## src/rtl/fb_access_scheduler.sv

```systemverilog
// fb_access_scheduler
// Owns the single port of the 200x150 3-bit framebuffer. Video scan-out reads
// own the port during active video. Host pixel writes wait in a small FIFO and
// drain only during blanking. A full-screen clear to a programmable colour is
// also sequenced here, one word per blanking cycle.
//
// Ports:
//   CLK, RESET_N          pixel clock, asynchronous active-low reset
//   h_count, v_count      position from the VGA timing generator
//   wr_valid/wr_ready     host pixel push handshake, wr_data = {b,g,r}
//   addr_load, addr_in    load the host write pointer
//   clr_start, clr_color  start a full-screen clear with the given colour
//   clr_busy, clr_done    clear in progress / one-cycle completion pulse
//   mem_addr/we/wdata     framebuffer port (synchronous RAM, 1-cycle read)
//   mem_rdata             framebuffer read data
//   pix_rgb               registered pixel to the DAC, 0 during blanking
module fb_access_scheduler #(
   parameter int H_ACTIVE   = 200,
   parameter int V_ACTIVE   = 600,
   parameter int V_SHIFT    = 2,
   parameter int FB_SIZE    = 30000,
   parameter int ADDR_W     = 15,
   parameter int FIFO_DEPTH = 4
) (
   input  logic              CLK,
   input  logic              RESET_N,
   input  logic [8:0]        h_count,
   input  logic [9:0]        v_count,
   input  logic              wr_valid,
   output logic              wr_ready,
   input  logic [2:0]        wr_data,
   input  logic              addr_load,
   input  logic [ADDR_W-1:0] addr_in,
   input  logic              clr_start,
   input  logic [2:0]        clr_color,
   output logic              clr_busy,
   output logic              clr_done,
   output logic [ADDR_W-1:0] mem_addr,
   output logic              mem_we,
   output logic [2:0]        mem_wdata,
   input  logic [2:0]        mem_rdata,
   output logic [2:0]        pix_rgb
);

   localparam int PTR_W = $clog2(FIFO_DEPTH);
   localparam int CNT_W = PTR_W + 1;
   localparam logic [CNT_W-1:0]  DEPTH_C  = CNT_W'(FIFO_DEPTH);
   localparam logic [8:0]        H_ACT_H  = 9'(H_ACTIVE);
   localparam logic [9:0]        V_ACT_V  = 10'(V_ACTIVE);
   localparam logic [ADDR_W-1:0] H_ACT_A  = ADDR_W'(H_ACTIVE);
   localparam logic [ADDR_W-1:0] FB_SIZE_A = ADDR_W'(FB_SIZE);
   localparam logic [ADDR_W-1:0] FB_LAST  = ADDR_W'(FB_SIZE - 1);

   typedef enum logic [0:0] {ST_IDLE, ST_CLEAR} state_t;

   state_t            state_q, state_d;
   logic [ADDR_W-1:0] clr_ptr_q, clr_ptr_d;
   logic              clr_done_q, clr_done_d;
   logic [ADDR_W-1:0] host_ptr_q, host_ptr_d;
   logic [ADDR_W-1:0] fifo_addr_q [FIFO_DEPTH];
   logic [ADDR_W-1:0] fifo_addr_d [FIFO_DEPTH];
   logic [2:0]        fifo_data_q [FIFO_DEPTH];
   logic [2:0]        fifo_data_d [FIFO_DEPTH];
   logic [PTR_W-1:0]  wr_ptr_q, wr_ptr_d, rd_ptr_q, rd_ptr_d;
   logic [CNT_W-1:0]  count_q, count_d;
   logic              rdy_en_q, rdy_en_d;
   logic              act_d1_q, act_d1_d;
   logic [2:0]        pix_q, pix_d;
   logic [ADDR_W-1:0] last_addr_q, last_addr_d;

   logic              active, empty, full, push, pop, clr_wr;
   logic [ADDR_W-1:0] scan_addr, load_addr, base_ptr;
   logic [ADDR_W-1:0] addr_mux;
   logic              we_mux;
   logic [2:0]        wdata_mux;

   assign active    = (h_count < H_ACT_H) && (v_count < V_ACT_V);
   assign scan_addr = ADDR_W'(h_count) + ADDR_W'(v_count >> V_SHIFT) * H_ACT_A;
   assign empty     = (count_q == '0);
   assign full      = (count_q == DEPTH_C);

   // rdy_en_q keeps wr_ready low through reset and rises one cycle after release.
   assign wr_ready = rdy_en_q && !full && (state_q == ST_IDLE);
   assign push     = wr_valid && wr_ready;
   assign clr_busy = (state_q == ST_CLEAR);
   assign clr_done = clr_done_q;
   assign pix_rgb  = pix_q;

   // Scheduler FSM: IDLE drains the host queue in blanking, CLEAR walks the
   // whole framebuffer writing clr_color in blanking and pauses in active video.
   always_comb begin
      state_d    = state_q;
      clr_ptr_d  = clr_ptr_q;
      clr_done_d = 1'b0;
      pop        = 1'b0;
      clr_wr     = 1'b0;
      case (state_q)
         ST_IDLE: begin
            pop = !active && !empty;
            // A clear request is only honoured with an empty queue, never deferred.
            if (clr_start && empty) begin
               state_d   = ST_CLEAR;
               clr_ptr_d = '0;
            end
         end
         ST_CLEAR: begin
            if (!active) begin
               clr_wr = 1'b1;
               if (clr_ptr_q == FB_LAST) begin
                  state_d    = ST_IDLE;
                  clr_ptr_d  = '0;
                  clr_done_d = 1'b1;
               end else begin
                  clr_ptr_d = clr_ptr_q + ADDR_W'(1);
               end
            end
         end
         default: state_d = ST_IDLE;
      endcase
   end

   // Host pointer and queue. A same-cycle addr_load feeds the push directly,
   // so the pushed entry uses the loaded address and the pointer moves past it.
   always_comb begin
      load_addr  = (addr_in >= FB_SIZE_A) ? '0 : addr_in;
      base_ptr   = addr_load ? load_addr : host_ptr_q;
      host_ptr_d = base_ptr;
      if (push) begin
         host_ptr_d = (base_ptr == FB_LAST) ? '0 : base_ptr + ADDR_W'(1);
      end
      fifo_addr_d = fifo_addr_q;
      fifo_data_d = fifo_data_q;
      wr_ptr_d    = wr_ptr_q;
      rd_ptr_d    = rd_ptr_q;
      if (push) begin
         fifo_addr_d[wr_ptr_q] = base_ptr;
         fifo_data_d[wr_ptr_q] = wr_data;
         wr_ptr_d              = wr_ptr_q + PTR_W'(1);
      end
      if (pop) begin
         rd_ptr_d = rd_ptr_q + PTR_W'(1);
      end
      case ({push, pop})
         2'b10:   count_d = count_q + CNT_W'(1);
         2'b01:   count_d = count_q - CNT_W'(1);
         default: count_d = count_q;
      endcase
   end

   // Port mux: scan-out wins in active video; otherwise a queued write or a
   // clear write; otherwise the address is held with write enable low.
   always_comb begin
      addr_mux  = last_addr_q;
      we_mux    = 1'b0;
      wdata_mux = 3'b000;
      if (active) begin
         addr_mux = scan_addr;
      end else if (pop) begin
         addr_mux  = fifo_addr_q[rd_ptr_q];
         we_mux    = 1'b1;
         wdata_mux = fifo_data_q[rd_ptr_q];
      end else if (clr_wr) begin
         addr_mux  = clr_ptr_q;
         we_mux    = 1'b1;
         wdata_mux = clr_color;
      end
      last_addr_d = addr_mux;
      rdy_en_d    = 1'b1;
      // The active flag is delayed one cycle to line up with mem_rdata, and the
      // output register supplies the second stage.
      act_d1_d    = active;
      pix_d       = act_d1_q ? mem_rdata : 3'b000;
   end

   // The RAM port is forced to zero the moment reset asserts, not at the next edge.
   assign mem_addr  = RESET_N ? addr_mux  : '0;
   assign mem_we    = RESET_N ? we_mux    : 1'b0;
   assign mem_wdata = RESET_N ? wdata_mux : 3'b000;

   // State registers; reset aborts any clear or drain and empties the queue.
   always_ff @(posedge CLK or negedge RESET_N) begin
      if (!RESET_N) begin
         state_q     <= ST_IDLE;
         clr_ptr_q   <= '0;
         clr_done_q  <= 1'b0;
         host_ptr_q  <= '0;
         wr_ptr_q    <= '0;
         rd_ptr_q    <= '0;
         count_q     <= '0;
         rdy_en_q    <= 1'b0;
         act_d1_q    <= 1'b0;
         pix_q       <= 3'b000;
         last_addr_q <= '0;
         for (int i = 0; i < FIFO_DEPTH; i++) begin
            fifo_addr_q[i] <= '0;
            fifo_data_q[i] <= 3'b000;
         end
      end else begin
         state_q     <= state_d;
         clr_ptr_q   <= clr_ptr_d;
         clr_done_q  <= clr_done_d;
         host_ptr_q  <= host_ptr_d;
         wr_ptr_q    <= wr_ptr_d;
         rd_ptr_q    <= rd_ptr_d;
         count_q     <= count_d;
         rdy_en_q    <= rdy_en_d;
         act_d1_q    <= act_d1_d;
         pix_q       <= pix_d;
         last_addr_q <= last_addr_d;
         fifo_addr_q <= fifo_addr_d;
         fifo_data_q <= fifo_data_d;
      end
   end

endmodule

```

## config.mk

```make
export PLATFORM = sky130hd
export DESIGN_NAME = fb_access_scheduler
export DESIGN_NICKNAME = d
export VERILOG_FILES = /design/src/rtl/fb_access_scheduler.sv
export SDC_FILE = /design/constraint.sdc
export NUM_CORES = 1
export LEC_CHECK = 0
export ABC_CLOCK_PERIOD_IN_PS = 6200
export BUFFER_PORTS_ARGS = -buffer_cell sky130_fd_sc_hd__buf_2
export CAP_MARGIN = 10
export CORE_MARGIN = 8
export CORE_UTILIZATION = 60
export DETAILED_ROUTE_END_ITERATION = 10
export PLACE_DENSITY_LB_ADDON = 0.12
export SLEW_MARGIN = 0
export SYNTH_ARGS = -nofsm -noshare
export SYNTH_HDL_FRONTEND = slang
export SYNTH_SLANG_ARGS = --single-unit
export TNS_END_PERCENT = 20
```

## constraint.sdc

```tcl
create_clock -name CLK -period 6.2 [get_ports CLK]
set_input_delay 1.24 -clock CLK [delete_from_list [all_inputs] [get_ports CLK]]
set_output_delay 1.24 -clock CLK [all_outputs]
set_load 0.02 [all_outputs]
```

Word level (Yosys, flattened, before mapping)
Index checks and enable logic that the tools add are counted.
{"block": "word_totals", "ff_bits": 131, "latch_bits": 0, "ramBits": 0, "rom_bits": 0, "output_inout_bits": 25, "elab_cells": 100, "n_memories": 0}
{"block": "op_classes", "n_addsub": 7, "multipliers": 1, "div": 0, "order_cmp": 6, "eq_ne": 7, "shifts": 0, "mux": 44, "bitwise_logic": 3, "reduce_logical": 13}
{"op": "two-way mux 15 bit", "n": 14}
{"op": "bitwise mux 60 bit", "n": 1}
{"op": "adder 15 x 1 -> 15 bit (second input constant)", "n": 2}
{"op": "binary-select mux 15 bit (select 2 bit)", "n": 1}
{"op": "demux 15 bit (select 2 bit)", "n": 1}
{"op": "equality test 15 bit (second input constant)", "n": 2}
{"op": "case mux 15 bit (2 select lines)", "n": 1}
{"op": "two-way mux 3 bit", "n": 8}
{"op": "adder 9 x 15 -> 15 bit", "n": 1}
{"op": ">= comparator 15 bit (second input constant)", "n": 1}
{"op": "two-way mux 1 bit", "n": 13}
{"op": "bitwise mux 12 bit", "n": 1}
{"op": "multiplier 8 x 5 -> 12 bit (second input constant)", "n": 1}
{"op": "less-than comparator 10 bit (second input constant)", "n": 1}
{"op": "less-than comparator 9 x 8 -> 1 bit (second input constant)", "n": 1}
{"op": "logical AND 1 bit", "n": 7}
{"op": "binary-select mux 3 bit (select 2 bit)", "n": 1}
{"op": "demux 3 bit (select 2 bit)", "n": 1}
{"op": ">= comparator 3 bit (second input constant)", "n": 2}
{"op": "inverter 2 -> 3 bit", "n": 2}
{"op": "case mux 3 bit (2 select lines)", "n": 1}
{"op": "adder 2 x 1 -> 2 bit (second input constant)", "n": 2}
{"op": "adder 3 x 1 -> 3 bit (second input constant)", "n": 1}
{"op": "equality test 3 bit (second input constant)", "n": 1}
{"op": "12 further kinds", "n": 14}

Depth between registers and ports, before layout
Gate-level depths: netlist of run 1.
{"block": "logic_depth", "word_depth": 8, "mapped_depth": 15, "ltp_nobuf": 15}

Worst setup path before layout of run 1
No wires, ideal clock.
{"block": "synth_path", "kind": "in2out", "from": "input v_count[3]", "to": "output mem_addr[14]", "t_arrival_ns": 4.541, "t_required_ns": 4.960, "setup_slack_ns": 0.419, "path_stages": 14, "n_path_buf": 0, "path_cell_list": "ha_1 ha_1 ha_1 inv_1 fa_1 inv_1 ha_1 o21a_1 nor2_1 a211oi_1 nand3_1 nor3_1 xnor3_1 a21oi_1"}
{"block": "synth_between", "elab_chain_cells": 8, "word_cells_on_any_way": 13, "cone_classes": "1 x add/sub; 1 x mul; 1 x order compare; 7 x mux; 3 x reduce/logical"}
{"element": "start: declaration", "line_no": "28", "text": "input logic [9:0] v_count,"}
{"element": "branches (longest 6 deep; another with adder 9 x 15 -> 15 bit)"}
{"element": "two-way mux 15 bit *", "line_no": "156", "text": "if (active) begin"}
{"element": "two-way mux 15 bit *", "line_no": "176", "text": "assign mem_addr = RESET_N ? addr_mux : '0;"}
{"element": "end: declaration", "line_no": "38", "text": "output logic [ADDR_W-1:0] mem_addr,"}
Mark *: on every way between the ends.

Worst setup path in the final report of run 1
Same ends and word-level chain as after synthesis.

==> results.txt, run 1 <==
----------------------------------------------------
[Synthesis]
  Yosys reg bits ... 131
  Distinct cells, synth ... 70
  Seq/Total Area, Yosys ... 42.8%
  Share of flip-flops with an asynchronous set or reset after synthesis ... between 90% and 100%
  Synthesized instance count ... 778
  Netlist area before placement ... between 0.007 and 0.008 sq mm
  Area contributors post-synth ... dfrtp_1 43%, ha_1 7.0%, a21oi_1 6.1%, mux4_2 5.3%, nor2_1 5.0%
  Cell type with the highest aggregate area in the netlist ... dfrtp_1
  Average size of a mapped cell ... between 9 and 10 sq um
  Total number of yosys warnings ... 0
  Primary flip-flop cell chosen by synthesis mapping ... dfrtp_1
  Net count of the mapped netlist ... just under 900
  Count of flip-flops with a built-in enable after synthesis ... 0
  Area share of the largest cell type after synthesis ... approximately 43%

[Clocking]
  Clock insertion delay at the later pin of the skew report ... 0.41 ns
  TritonCTS clock tree ... yes
  # hold bufs at CTS ... 0
  Total CTS buffers ... 17
  Post-CTS setup buffer count ... 0
  Root buf cell ... clkbuf_16
  H-Tree Depth ... 4
  Clk buf depth ... 2
  Register clock-pin slew on the reported worst setup and hold paths ... ~0.050 ns
  Clock Sink Count ... ~130

[Worst setup path]
  Kind of end point of the critical path ... output port
  Cell-by-cell trace of the critical path ... buf_2 > ha_1 > ha_1 > ha_1 > inv_1 > fa_1 > inv_1 > ha_1 > o21a_1 > nor2_1 > a211oi_2 > nand3_1 > nor3_2 > xnor3_1 > a21oi_1 > buf_2
  Cell repeated most along the worst path ... ha_1
  Largest fanout on the critical path ... 5
  Count of buffering cells on the critical path with inverters included ... 4
  Startpoint class of the critical path ... primary input
  Family with the most delay on the worst path ... adder cells
  Worst setup path class ... primary input to output port
  Slowest Stage Delay on Critical Path ... between 0.5 and 0.6 ns
  Worst path required time ... roughly 5.0 ns
  Data arrival, critical path ... roughly 4.7 ns
  Critical path's slowest cell ... fa_1

[Die]
  Number of cell rows ... between 40 and 50
  Width of the chip ... about 130 microns
  IO Count ... 73
  Overall die area ... approximately 0.017 sq mm
  Std-Cell Core Area ... about 0.013 sq mm
  Y dimension of the die ... approximately 130 microns
  Starting Density ... ~61%

[STA]
  Total negative slack for setup checks ... 0 ns
  Setup violation total in the final timing report ... 0
  Minimum clock period ... around 6 ns
  Setup repair after global routing missed its margin ... false
  Count of endpoints failing hold in the final timing report ... 0
  Headroom to the max-slew limit ... roughly 31%
  Max Clock Skew ... 0.00899 ns
  Setup ws final ... approximately 0.22 ns
  Transition at the pin with the smallest max-transition slack ... around 1.0 ns
  Number of pins exceeding their max-slew limit in the final report ... 0
  Part of the cycle the worst path needs ... 96.5%
  Timing-limited maximum frequency ... 167 MHz

[Placed design]
  Routability congestion estimate ... 0.886
  HPWL Detailed ... 12900 microns
  Number of placed instances with taps included ... a little under 1000
  Count of buffers inserted at the top-level ports ... 70
  Post-Place Setup Slack ... ~0.049 ns

[Run]
  Max Cap Viol ... 0

[Cells and area]
  Area growth, synth to finish ... 14.6%
  Antenna Diode Count ... 0
  Fraction of final layout cells sized beyond drive strength 1 ... a little under a fifth
  Final core area utilization ... between 70 and 80%
  Final non-filler cell total ... a little over 1000
  Number of nets in the layout ... ~930

[Drt]
  Met3 routed wirelength ... a little under 900 microns
  Uppermost routed layer ... met4
  Number of antenna-violating nets in the routed design ... 0
  Vias after detailed routing ... 6124
  Routed WL per cell ... ~18 microns
  Detail-routed via count per cell ... between 5 and 6
  Post-detailed-route DRC marker count ... 0
  Routed length on met1 ... 7890 microns
  Number of search-and-repair iterations in the first detailed-routing pass ... 6
  Metal2 WL ... between 9000 and 10000 microns
  Detailed router's first-iteration violation count ... 488
  Sum of routed wire length over all layers ... approximately 18000 microns

[Pwr]
  Peak supply drop ... between 0.2 and 0.3 mV
  Final Power ... around 3.9 mW
  Leakage ... approximately 4.0 nW
  Power per standard cell area ... 447 mW/mm^2

[Global route]
  First-pass GRT wire length ... around 30000 microns
  Pin count of the biggest net entering global routing ... 110
  Global route overflow ... 0
  Vias in the first global route ... slightly above 6000
  Initial antenna violation count ... 0
  Global-route total usage across every layer ... 22.9%

[Outcome]
  Status ... finished clean

[Hold path]
  Hold crit path type ... flip-flop to flip-flop

----------------------------------------------------
cells in the mapped netlist, types with 8 or more instances:
| cell type | instances |
|---|---|
| nand2_1 | 38 |
| mux2_2 | 13 |
| o21ai_0 | 45 |
| xor2_1 | 16 |
| inv_1 | 32 |
| xnor2_1 | 14 |
| mux2i_1 | 24 |
| and2_1 | 24 |
| buf_2 | 8 |
| nor2_1 | 103 |
| ha_1 | 43 |
| mux4_2 | 18 |
| nor3_1 | 10 |
| a21oi_1 | 94 |
| and3_1 | 11 |
| nand3_1 | 17 |
| dfrtp_1 | 131 |
| clkbuf_1 | 25 |
what timing repair did:
action	in CTS	in global routing
resized for setup	0	2
hold endpoints to repair	0	0
setup endpoints to repair	0	1
logic make-up (layout without fill, tap and decap cells):
kind of cell | Yosys count | count (layout) | synth area share (%)
and+or+nand+nor | 239 | 239 | 15.4
AOI/OAI and AO/OA | 201 | 201 | 15.7
DFF | 131 | 131 | 42.8
buffers and inverters | 72 | 143 | 3.66
muxes | 55 | 55 | 10.3
adders and majority gates | 48 | 48 | 8.33
xor gates and xnor gates | 31 | 31 | 3.73
other | 1 | 1 | 0.0490
cell usage in the layout, fill, tap and decap left out, drive strengths merged, types with 8 or more instances in the layout:
cell type,instances
mux4,18
clkbuf,19
nand3,17
mux2i,24
xor2,16
dfrtp,131
and2,24
inv,36
ha,43
a21oi,96
buf,80
nor3,14
mux2,13
and3,11
o21ai,47
a211oi,8
xnor2,14
nor2,103
nand2,39
path summary, 6_finish.rpt:
kind	from	slack [ns]	endpoint	cells after the start
max	v_count[3]	0.22	mem_addr[14]	16
min	fifo_data_q[6]$_DFFE_PN0P_	0.51	fifo_data_q[6]$_DFFE_PN0P_	1
max reg2reg	count_q[2]$_DFFE_PN0P_	3.51	count_q[2]$_DFFE_PN0P_	9
min reg2reg	fifo_data_q[6]$_DFFE_PN0P_	0.51	fifo_data_q[6]$_DFFE_PN0P_	1
max in group asynchronous	RESET_N	4.18	fifo_addr_q[8]$_DFFE_PN0P_	2
min in group asynchronous	RESET_N	0.91	pix_rgb[1]$_DFF_PN0_	1
layer usage:
metal  vias to the layer above  track usage (%)
li1                       2881                -
met1                      3047             28.3
met2                       168             38.9
met3                        28             4.22
met4                         0             8.98
met5                         -                0
registers in the layout (all words and copies together) (netlist names):
register,count
clr_ptr_q,15
clr_busy,1
last_addr_q,15
pix_rgb,3
wr_ptr_q,2
fifo_data_q,12
fifo_addr_q,60
host_ptr_q,15
act_d1_q,1
rdy_en_q,1
clr_done,1
rd_ptr_q,2
count_q,3
per-stage QoR:
| step | instance area (sq um) | hold WS [ns] |
|---|---|---|
| 2_1_floorplan | 7660 | 0.459 |
| 3_3_place_gp | 8150 | 0.465 |
| 3_5_place_dp | 8150 | 0.502 |
| 4_1_cts | 8770 | 0.516 |
| 5_1_grt | 8780 | 0.532 |
| 6_report | 8780 | 0.512 |
report_power, final:
part / total [mW] / internal, mW / switching (mW)
Sequential: 1.40 / 1.19 / 0.216
Clock: 1.05 / 0.682 / 0.369
Combinational: 1.46 / 0.666 / 0.798
final cells by class:
cell class	count	area [sq um]
fillers	990	3740
repair buffers	80	432
clock inverters	11	175
clock buffers	19	443
inverters	33	124
well taps	172	215
multi-input cells	575	4110
flip-flops and latches	131	3280
(Power assumes the default switching activity.)
==> run 2, diff against run 1 <==
PLACE_DENSITY = 0.8   (was default)
PLACE_DENSITY_LB_ADDON = default   (was 0.12)
==> results.txt, run 2 (same netlist as run 1, synthesis figures left out) <==
----------------------------------------------------
[Placed design]
  Number of placed instances with taps included ... 990 (was 991)
  Count of buffers inserted at the top-level ports ... 70 (unchanged)
  HPWL Detailed ... 13000 microns (was 12900 microns)
  Routability congestion estimate ... 0.865 (was 0.886)

[Die]
  Width of the chip ... 129 microns (unchanged)
  Std-Cell Core Area ... 0.0125 sq mm (unchanged)
  Y dimension of the die ... 129 microns (unchanged)
  IO Count ... 73 (unchanged)
  Starting Density ... 61.2% (unchanged)
  Overall die area ... 0.0166 sq mm (unchanged)
  Number of cell rows ... 41 (unchanged)

[Cells and area]
  Antenna Diode Count ... 0 (unchanged)
  Flip-flop count of the largest register, all copies and words added ... 60 (unchanged)
  Final non-filler cell total ... 1021 (unchanged)
  Multi-input logic area ... 0.00411 sq mm (unchanged)
  Commonest cells after routing, fill and taps aside ... 131 x dfrtp_1, 103 x nor2_1, 94 x a21oi_1 (unchanged)
  Final core area utilization ... 70.0% (was 70.1%)
  Area growth, synth to finish ... 14.4% (was 14.6%)
  Most frequent standard cell in the layout excluding fill and tap cells ... dfrtp_1 (unchanged)
  Largest register by flop count ... fifo_addr_q (unchanged)
  Fraction of final layout cells sized beyond drive strength 1 ... 19.1% (unchanged)
  Number of nets in the layout ... 933 (was 934)
  Fillcell total ... 923 (was 990)
  Sequential standard cell area ... 0.00328 sq mm (unchanged)

[STA]
  Transition at the pin with the smallest max-transition slack ... 1.00 ns (was 1.03 ns)
  Timing-limited maximum frequency ... 167 MHz (about the same)
  Setup violation total in the final timing report ... 0 (unchanged)
  Headroom to the max-slew limit ... 32.7% (was 31.2%)
  Total negative slack for setup checks ... 0 ns (unchanged)
  Setup repair after global routing missed its margin ... false (unchanged)
  Part of the cycle the worst path needs ... 96.5% (about the same)
  Minimum clock period ... 5.99 ns (was 5.98 ns)
  Worst hold slack across all endpoints ... 0.491 ns (was 0.512 ns)
  Number of pins exceeding their max-slew limit in the final report ... 0 (unchanged)
  Count of endpoints failing hold in the final timing report ... 0 (unchanged)
  Max Clock Skew ... 0.00824 ns (was 0.00899 ns)

[Pwr]
  Leakage ... 3.98 nW (was 3.99 nW)
  Internal Power ... 2.53 mW (was 2.54 mW)
  Power share of the combinational group ... 37.0% (was 37.3%)
  Net switching power ... 1.38 mW (about the same)
  Power per standard cell area ... 446 mW/mm^2 (was 447 mW/mm^2)
  Peak supply drop ... 0.205 mV (was 0.251 mV)
  Switching portion of total power ... 35.4% (was 35.3%)
  Sequential cell fraction of total power ... 36.3% (was 35.8%)
  Clock Power Share ... 26.7% (was 26.8%)

[Worst setup path]
  Startpoint class of the critical path ... primary input (unchanged)
  Worst r2r dst ... host_ptr_q[14]$_DFF_PN0_ (was count_q[2]$_DFFE_PN0P_)
  Kind of end point of the critical path ... output port (unchanged)
  Worst path required time ... 4.96 ns (about the same)
  Data arrival, critical path ... 4.75 ns (was 4.74 ns)
  Number of cells traversed by the worst register-to-register path ... 8 (was 9)
  Worst-case register-to-register setup slack ... 3.12 ns (was 3.51 ns)
  Worst setup path class ... primary input to output port (unchanged)
  Worst reg2reg startpoint ... clr_busy$_DFF_PN0_ (was count_q[2]$_DFFE_PN0P_)
  Largest fanout on the critical path ... 5 (unchanged)

[Clocking]
  Root buf cell ... clkbuf_16 (unchanged)
  Clock insertion delay at the later pin of the skew report ... 0.42 ns (was 0.41 ns)
  Clock Sink Count ... 131 (unchanged)
  # hold bufs at CTS ... 0 (unchanged)
  TritonCTS clock tree ... yes (unchanged)
  Total CTS buffers ... 17 (unchanged)
  Register clock-pin slew on the reported worst setup and hold paths ... 0.06 ns (was 0.05 ns)
  H-Tree Depth ... 4 (unchanged)
  Clk buf depth ... 2 (unchanged)

[Global route]
  Pin count of the biggest net entering global routing ... 78 (was 110)
  Vias in the first global route ... 6400 (was 6170)
  First-pass GRT wire length ... 30300 microns (was 30100 microns)
  Global-route total usage across every layer ... 23.0% (was 22.9%)
  Global route overflow ... 0 (unchanged)
  Initial antenna violation count ... 0 (unchanged)

[Drt]
  Detailed router's first-iteration violation count ... 545 (was 488)
  Post-detailed-route DRC marker count ... 0 (unchanged)
  Sum of routed wire length over all layers ... 18400 microns (was 18300 microns)
  Number of antenna-violating nets in the routed design ... 0 (unchanged)
  Vias after detailed routing ... 6167 (was 6124)
  Detail-routed via count per cell ... 6.04 (was 6.00)
  Routed WL per cell ... 18.0 microns (about the same)
  Number of search-and-repair iterations in the first detailed-routing pass ... 7 (was 6)

[Hold path]
  Min-delay src ... act_d1_q$_DFF_PN0_ (was fifo_data_q[6]$_DFFE_PN0P_)
  Endpoint of the worst hold-timing path ... pix_rgb[2]$_DFF_PN0_ (was fifo_data_q[6]$_DFFE_PN0P_)
  WHS Path Cells ... 1 (unchanged)
  Hold crit path type ... flip-flop to flip-flop (unchanged)

[Outcome]
  Status ... finished clean (unchanged)

[Run]
  Max Cap Viol ... 0 (unchanged)

----------------------------------------------------
==> run 2: cell types whose count changed in the layout (fill, tap and decap cells not counted) <==
cell	change
clkinv_2	+3
clkbuf_8	-1
buf_4	-1
clkinvlp_4	-1
==> run 2: power groups by stage <==
| stage | Sequential (mW) | Clock, mW | Combinational (mW) |
|---|---|---|---|
| floorplan | 1.33 | 0 | 1.13 |
| global placement | 1.40 | 0 | 1.35 |
| detailed placement | 1.42 | 0 | 1.42 |
| CTS | 1.42 | 1.06 | 1.45 |
| global route | 1.46 | 1.09 | 1.60 |
| finish | 1.42 | 1.04 | 1.45 |
==> run 2: layout make-up <==
type                            count  area share [%]
Clock buffer                       18            4.90
Clock inverter                     13            2.08
Inverter                           33            1.41
Multi-Input combinational cell    575            46.9
Sequential cell                   131            37.4
Tap cell                          172            2.46
Timing Repair Buffer               79            4.84
==> run 2: worst max-delay path by stage <==
stage / end / from / cells after the start
2_1_floorplan: mem_addr[14] / v_count[3] / 14
3_3_place_gp: mem_addr[14] / v_count[3] / 16
3_5_place_dp: mem_addr[14] / v_count[3] / 16
4_1_cts: mem_addr[14] / v_count[3] / 16
5_1_grt: mem_addr[14] / v_count[3] / 16
6_report: mem_addr[14] / v_count[3] / 16
==> run 2: worst max-delay path: stages <==
cell and delay, ns:
buf_2 0.14, ha_1 0.29, ha_1 0.31, ha_1 0.31, inv_1 0.07, fa_1 0.54, inv_1 0.04, ha_1 0.32
o21a_1 0.13, nor2_1 0.04, a211oi_2 0.26, nand3_1 0.18, nor3_2 0.18, xnor3_1 0.35, a21oi_1 0.15, buf_2 0.18
==> run 2: per-layer routing <==
layer	global-route usage (%)	wire length (microns)	up-vias
met5	0	0	-
met4	9.19	452	0
met3	5.09	1040	38
met2	40.0	9520	224
met1	27.1	7370	3031
li1	-	-	2874
==> run 2: repair_timing <==
item	CTS	global route
gates resized for setup	0	2
buffers inserted	0	0
endpoints found under the setup margin	0	1
==> run 2: per-stage QoR <==
stage | total power [mW] | worst slack [ns] | instance area (sq um)
after floorplan | 2.45 | 0.419 | 7660
after global placement | 2.75 | 0.152 | 8140
after detailed placement | 2.85 | 0.0232 | 8140
after CTS | 3.92 | 0.00551 | 8750
after global routing | 4.16 | 0.0205 | 8760
final | 3.91 | 0.214 | 8760
